==> src/rtl/omsp_spm_key_loader.sv <==
// Streams KEY_WORDS 16-bit key words into the protected module that owns sm_addr.
// Optional macro SM_KEY_WIPE_EN: a failed or aborted load zeroes the partially written key.
module omsp_spm_key_loader #(
    parameter int unsigned KEY_IDX_SIZE = 3,
    parameter int unsigned KEY_WORDS    = 8
) (
    input  logic                    mclk,
    input  logic                    puc_rst_n,
    input  logic                    start,
    input  logic [15:0]             sm_addr,
    input  logic                    abort,
    input  logic                    word_valid,
    input  logic [15:0]             word_data,
    output logic                    word_ready,
    input  logic                    key_selected,
    output logic [15:0]             spm_key_select,
    output logic                    write_key,
    output logic [15:0]             key_in,
    output logic [KEY_IDX_SIZE-1:0] key_idx,
    output logic                    busy,
    output logic                    done,
    output logic                    error
);

    localparam logic [KEY_IDX_SIZE-1:0] LAST_IDX = KEY_IDX_SIZE'(KEY_WORDS - 1);

    typedef enum logic [2:0] {
        S_IDLE  = 3'd0,
        S_CHECK = 3'd1,
        S_LOAD  = 3'd2,
        S_DONE  = 3'd3,
        S_ERR   = 3'd4
`ifdef SM_KEY_WIPE_EN
        , S_WIPE = 3'd5
`endif
    } state_t;

    // Destination of a failure detected after the target SM has been confirmed.
`ifdef SM_KEY_WIPE_EN
    localparam state_t S_FAIL = S_WIPE;
`else
    localparam state_t S_FAIL = S_ERR;
`endif

    state_t                  r_state;
    logic [KEY_IDX_SIZE-1:0] r_cnt;
    logic [15:0]             r_sel;
    logic                    r_write;
    logic [15:0]             r_key_in;
    logic [KEY_IDX_SIZE-1:0] r_key_idx;
    logic                    r_done;
    logic                    w_accept;

    assign word_ready     = (r_state == S_LOAD) & key_selected & ~abort;
    assign w_accept       = word_valid & word_ready;
    assign spm_key_select = r_sel;
    assign write_key      = r_write;
    assign key_in         = r_key_in;
    assign key_idx        = r_key_idx;
    assign busy           = (r_state != S_IDLE);
    assign done           = r_done;
    assign error          = (r_state == S_ERR);

    // Load sequencer; strobes default low, key_in/key_idx hold between writes.
    always_ff @(posedge mclk or negedge puc_rst_n) begin
        if (!puc_rst_n) begin
            r_state   <= S_IDLE;
            r_cnt     <= '0;
            r_sel     <= '0;
            r_write   <= 1'b0;
            r_key_in  <= '0;
            r_key_idx <= '0;
            r_done    <= 1'b0;
        end else begin
            r_write <= 1'b0;
            r_done  <= 1'b0;
            case (r_state)
                S_IDLE: begin
                    if (start) begin
                        r_sel   <= sm_addr;
                        r_state <= S_CHECK;
                    end
                end
                S_CHECK: begin
                    if (abort || !key_selected) begin
                        r_state <= S_ERR;
                    end else begin
                        r_cnt   <= '0;
                        r_state <= S_LOAD;
                    end
                end
                S_LOAD: begin
                    if (abort || !key_selected) begin
                        r_cnt   <= '0;
                        r_state <= S_FAIL;
                    end else if (w_accept) begin
                        r_write   <= 1'b1;
                        r_key_in  <= word_data;
                        r_key_idx <= r_cnt;
                        if (r_cnt == LAST_IDX) begin
                            r_state <= S_DONE;
                        end else begin
                            r_cnt <= r_cnt + KEY_IDX_SIZE'(1);
                        end
                    end
                end
                S_DONE: begin
                    if (abort) begin
                        r_cnt   <= '0;
                        r_state <= S_FAIL;
                    end else begin
                        r_done  <= 1'b1;
                        r_sel   <= '0;
                        r_state <= S_IDLE;
                    end
                end
`ifdef SM_KEY_WIPE_EN
                S_WIPE: begin
                    if (!key_selected) begin
                        r_state <= S_ERR;
                    end else begin
                        r_write   <= 1'b1;
                        r_key_in  <= '0;
                        r_key_idx <= r_cnt;
                        if (r_cnt == LAST_IDX) begin
                            r_state <= S_ERR;
                        end else begin
                            r_cnt <= r_cnt + KEY_IDX_SIZE'(1);
                        end
                    end
                end
`endif
                S_ERR: begin
                    r_sel   <= '0;
                    r_state <= S_IDLE;
                end
                default: begin
                    r_sel   <= '0;
                    r_state <= S_IDLE;
                end
            endcase
        end
    end

endmodule

==> config.mk <==
export PLATFORM = sky130hd
export DESIGN_NAME = omsp_spm_key_loader
export DESIGN_NICKNAME = d
export VERILOG_FILES = /design/src/rtl/omsp_spm_key_loader.sv
export SDC_FILE = /design/constraint.sdc
export NUM_CORES = 1
export LEC_CHECK = 0
export CAP_MARGIN = 20
export CORE_MARGIN = 1
export CORE_UTILIZATION = 23
export DETAILED_ROUTE_END_ITERATION = 10
export PLACE_DENSITY = 0.46
export SKIP_LAST_GASP = 1
export SYNTH_ARGS = -nofsm -noshare
export SYNTH_HDL_FRONTEND = slang
export SYNTH_SLANG_ARGS = --single-unit
export TNS_END_PERCENT = 50
==> constraint.sdc <==
create_clock -name mclk -period 1.85 [get_ports mclk]
set_input_delay 0.37 -clock mclk [delete_from_list [all_inputs] [get_ports mclk]]
set_output_delay 0.37 -clock mclk [all_outputs]
set_load 0.005 [all_outputs]
* Word level (Yosys, flattened, before mapping)
Index checks and enable logic that the tools add are counted.
** Storage, ports and cells
- Bits in registers :: 43
- Logic and storage cells :: 57
- Bits in writable memories :: 0
- Memories :: 0
- Output and inout port bits :: 40
- ROM bits :: 0
- Bits of input ports :: 38
- Bits in latches :: 0
** Cells by class
- Divide/modulo/power cells :: 0
- Reductions and logical operators :: 10
- Equal/unequal tests :: 12
- Multipliers :: 0
- Add/subtract/negate cells :: 1
- Mux-type cells :: 21
- Bitwise gates (word level) :: 6
- Order comparisons :: 0
- Shift operators :: 0
** Operators by type and width (count)
- one-hot mux 16 bit (3 select lines) :: 1
- 2-to-1 mux 3 bit :: 11
- 2-to-1 mux 16 bit :: 2
- one-hot mux 3 bit (4 select lines) :: 1
- one-hot mux 3 bit (3 select lines) :: 1
- AND reduction 3 bit :: 3
- != test 2 bit, second input constant :: 4
- equality test 3 x 2 -> 1 bit, second input constant :: 2
- equality test 3 bit, second input constant :: 2
- nonzero test 3 bit :: 2
- 2-to-1 mux 1 bit :: 5
- AND reduction 5 bit :: 1
- adder 3 x 1 -> 3 bit, second input constant :: 1
- bitwise AND 1 bit :: 3
- equality test 3 x 1 -> 1 bit, second input constant :: 1
- logical NOT 3 bit :: 1
- != test 3 x 1 -> 1 bit, second input constant :: 1
- != test 3 x 2 -> 1 bit, second input constant :: 1
- != test 3 bit, second input constant :: 1
- NOT 1 bit :: 3
- OR reduction 2 bit :: 1
- logical NOT 1 bit :: 1
- logical OR 1 bit :: 1

* Logic depth before layout (Yosys ltp)
- Depth in word-level cells :: 7
- Depth in mapped cells :: 6
- Depth with buffers taken out :: 5

* Least setup slack after synthesis
OpenSTA, ideal clock, no wires.
- Kind :: register to register
- Start point :: register r_state[2]
- End point :: register r_key_idx[0], in the netlist key_idx[0]
- Data required time :: 1.725 ns
- Cell stages (with the launch flop) :: 6
- Clock period less this slack :: 1.629 ns
- Arrival :: 1.504 ns
- Path buffers :: 2
- Setup time :: 0.125 ns
- Slack :: 0.221 ns
- Cells stage by stage :: dfrtp_1 -> buf_2 -> or3b_4 -> nor2_4 -> buf_6 -> mux2_4
** Between the ends
- Word-level cells in the longest chain between the ends :: 5
** RTL lines
- start, declared :: RTL line 45 : state_t r_state;
- start signal, assigned :: RTL line 67 : r_state <= S_IDLE;
- start signal, assigned :: RTL line 81 : r_state <= S_CHECK;
- start signal, assigned :: RTL line 86 : r_state <= S_ERR;
- equality test 3 x 2 -> 1 bit * :: RTL line 54, 77
- bitwise AND 1 bit (2 in series) :: RTL line 54 : assign word_ready = (r_state == S_LOAD) & key_selected & ~abort;
- bitwise AND 1 bit :: RTL line 55 : assign w_accept = word_valid & word_ready;
- AND reduction 3 bit (no source line) *
- end signal, assigned :: RTL line 99 : r_key_idx <= r_cnt;
- end, declared :: RTL line 50 : logic [KEY_IDX_SIZE-1:0] r_key_idx;
Every way passes the cells marked *; elsewhere a longest branch is shown, timed or not.
A chain may end at the register's enable or synchronous reset.

* Worst setup path after layout
- Start point :: register r_state[2]
- End point :: output port busy
** Between the ends
- Word-level cells in the longest chain between the ends :: 1
** RTL lines
- nonzero test 3 bit :: RTL line 60 : assign busy = (r_state != S_IDLE);
- end, declared :: RTL line 20 : output logic busy,
No other way between the ends.

==> results by group <==
Clock tree
  • CTS Buffer Depth: 2
  • TritonCTS Buffers: 5
  • Clk_lat worst skew: ~300 ps
  • # hold bufs at CTS: 0
  • CTS root buf: clkbuf_8
  • H-tree depth: 2
  • Clock transition at path regs: 80 ps
  • CTS tree: done
  • Clock sinks: 43

Synth
  • Synth Instances: 150
  • Yosys top cell area share: between 50% and 60%
  • Synth Flop Type: dfrtp_1
  • Cell taking the most area after synthesis: dfrtp_1
  • Asr flop ratio synth: 100%
  • Mapped Area: 1860 sq um
  • Top-count cell post-synth: dfrtp_1
  • Synthesized Nets: 190
  • Post-synth top cells: dfrtp_1 (43), nand2_1 (33), mux2_4 (19)
  • Post-synthesis cell type count: 28
  • Top cells by area, synth: dfrtp_1 (58%), mux2_4 (15%), nand2_1 (6.7%)
  • Sequential share of the synthesized area: a little under 60%
  • Yosys warns: 0
  • Mean Syn Cell Area: 12.4 sq um
  • Number of synthesized register bits: 43
  • Post-synth EDFFs: 0

Place
  • PortBufs: 77
  • HPWL after detailed placement: 3030 um
  • RePlAce Congestion: about 0.7

Worst setup path
  • Critical path depth: 4
  • Crit-path leading delay family: buffers and inverters
  • Crit path kind: flop to output pin
  • Arr. time, crit path: between 1500 and 2000 ps
  • CP Max Fanout: 8
  • Worst-path cell chain: buf_4 -> nor3_2 -> inv_1 -> clkdlybuf4s50_1
  • Buf/Inv on CP: 3
  • Slowest-stage cell, CP: clkdlybuf4s50_1
  • CP required: 1480 ps
  • Worst setup SP type: flop
  • Critical path endpoint category: output pin
  • CP peak stage delay: approximately 440 ps
  • Worst R2R Path Depth: 5

Power
  • Cell Pwr Density: 1040 nW/um^2
  • Worst vdd ir: roughly 0.00030 V
  • Lkg Pwr: around 0.0013 uW
  • Total Power: between 3000 and 4000 uW

Timing
  • Final Hold Vio Count: 0
  • Final setup vio count: 1
  • RSZ-0062 raised after global routing: true
  • Slew headroom: between 60% and 70%
  • Max-slew violation count: 0
  • Final worst slack: -60.0 ps
  • Tightest Pin Transition: approximately 530 ps
  • Period utilization: 103%
  • Total negative slack: -60.0 ps
  • Layout Skew: ~10 ps
  • Max Freq: 524 MHz
  • Hold slack: ~45 ps
  • Period minus WS final: 1910 ps

Routing
  • Via Count: 1356
  • Drt first pass iters: 3
  • Final ANT Viol Nets: 0
  • DRT iter0 DRCs: 13
  • Routed len/inst: 12.2 um
  • Final wirelength: between 4000 and 5000 um
  • Post-route DRC: 0
  • Detailed-route vias per instance: ~4.0

Layout
  • Footprint of the multi-input gates: 722 sq um
  • Nets: ~280
  • Layout cells sized above 1: about a fifth
  • Fillcell total: roughly 800
  • Register area: between 1000 and 1500 sq um
  • Synthesis-to-finish area growth: 58.5%
  • Final core occ: between 30% and 40%
  • Diode count: 0

Global routing
  • Initial antenna violation count: 0
  • Largest net degree at the start of global routing: 33
  • Gr usage total: between 10% and 20%
  • Global-route wire length before repair: 6950 um
  • Vias in the first global route: 1330
  • Global route total overflow: 0

Status
  • Outcome: finished, violations left
  • Failing checks: setup timing

Job
  • Total of max-cap violations: 0

Die
  • Boundary Pins: ~80
  • Core Region: approximately 7800 sq um
  • Initial Util: 23.9%
  • Die H: 91.9 um
  • Row count: 32
  • Die ar.: roughly 8400 sq um
  • Die W: 91.9 um

Worst hold path
  • Hold Crit Class: input pin to async pin
[per-stage QoR]
stage / std cells / setup WS [ps] / instance area (sq um)
global placement: 333 / -142 / 2830
global route: 341 / -163 / 2950
finish: 341 / -60.0 / 2950
floorplan: 150 / 221 / 1860
CTS: 341 / -170 / 2940
detailed placement: 333 / -160 / 2830
[cell families after synthesis]
group	count (synthesis)	share of synthesized area (%)
multiplexers	21	16.5
XOR/XNOR	1	0.471
adder cells (fa/ha/maj)	2	1.35
flip-flops	43	57.9
AND/OR/NAND/NOR	51	13.0
buffers and inverters	10	3.57
AO/OA/AOI/OAI	22	7.27
[report_power, final]
| group | switching, uW | internal [uW] | leakage (uW) |
|---|---|---|---|
| Combinational | 364 | 688 | 0.000687 |
| Clock | 337 | 402 | 0.0000581 |
| Sequential | 113 | 1160 | 0.000572 |
[placed cells by master (no fill, tap or decap), types with 2 or more instances in the layout]
| cell type | count |
|---|---|
| mux2_4 | 19 |
| buf_4 | 9 |
| clkdlybuf4s50_1 | 74 |
| nand2_1 | 33 |
| nor2_2 | 2 |
| dfrtp_1 | 43 |
| ha_1 | 2 |
| clkbuf_8 | 5 |
| a22o_1 | 2 |
| nor2b_1 | 3 |
| o21ai_0 | 15 |
| buf_12 | 3 |
| nand2b_1 | 2 |
| nor3_1 | 4 |
[per-layer routing]
metal | wire length (um) | up-vias | global-route usage (%) | part of all wire (%)
li1 | - | 687 | - | -
met1 | 2030 | 625 | 15.0 | 49
met2 | 1890 | 38 | 15.4 | 45
met3 | 197 | 6 | 2.82 | 4.7
met4 | 48 | 0 | 3.13 | 1.2
met5 | 0 | - | 0 | 0
[path summary, 6_finish.rpt]
path	from	end	slack, ps
worst max-delay path	r_state[2]$_DFFE_PN0P_	busy	-60
worst min-delay path	puc_rst_n	spm_key_select[11]$_DFFE_PN0P_	50
worst max register to register	r_state[2]$_DFFE_PN0P_	key_in[5]$_DFFE_PN0P_	160
worst min register to register	spm_key_select[9]$_DFFE_PN0P_	spm_key_select[9]$_DFFE_PN0P_	480
max in group asynchronous	puc_rst_n	spm_key_select[2]$_DFFE_PN0P_	1300
min in group mclk	spm_key_select[9]$_DFFE_PN0P_	spm_key_select[9]$_DFFE_PN0P_	480
[worst reg2reg max path, cell delays in order (launching register included)]
cell     delay [ps]
dfrtp_1         380
or3b_4          410
buf_4           160
nor2_4          120
buf_12          200
mux2_4          330
[sequential cells by signal, summed over array words and instances (netlist names)]
register / count
r_cnt: 3
spm_key_select: 16
key_in: 16
key_idx: 3
r_state: 3
done: 1
write_key: 1
[final cells by class]
| cell class | instances | area share, % |
|---|---|---|
| Clock inverter | 3 | 1.49 |
| Clock buffer | 5 | 2.33 |
| Inverter | 1 | 0.127 |
| Multi-Input combinational cell | 97 | 24.5 |
| Sequential cell | 43 | 36.5 |
| Tap cell | 102 | 4.33 |
| Timing Repair Buffer | 90 | 30.7 |
[what timing repair did]
item	CTS	global route
buffers inserted	0	0
resized for setup	2	3
setup endpoints to repair	3	3
pin swaps	0	0
Note: power is estimated with default switching activity, not from simulation.
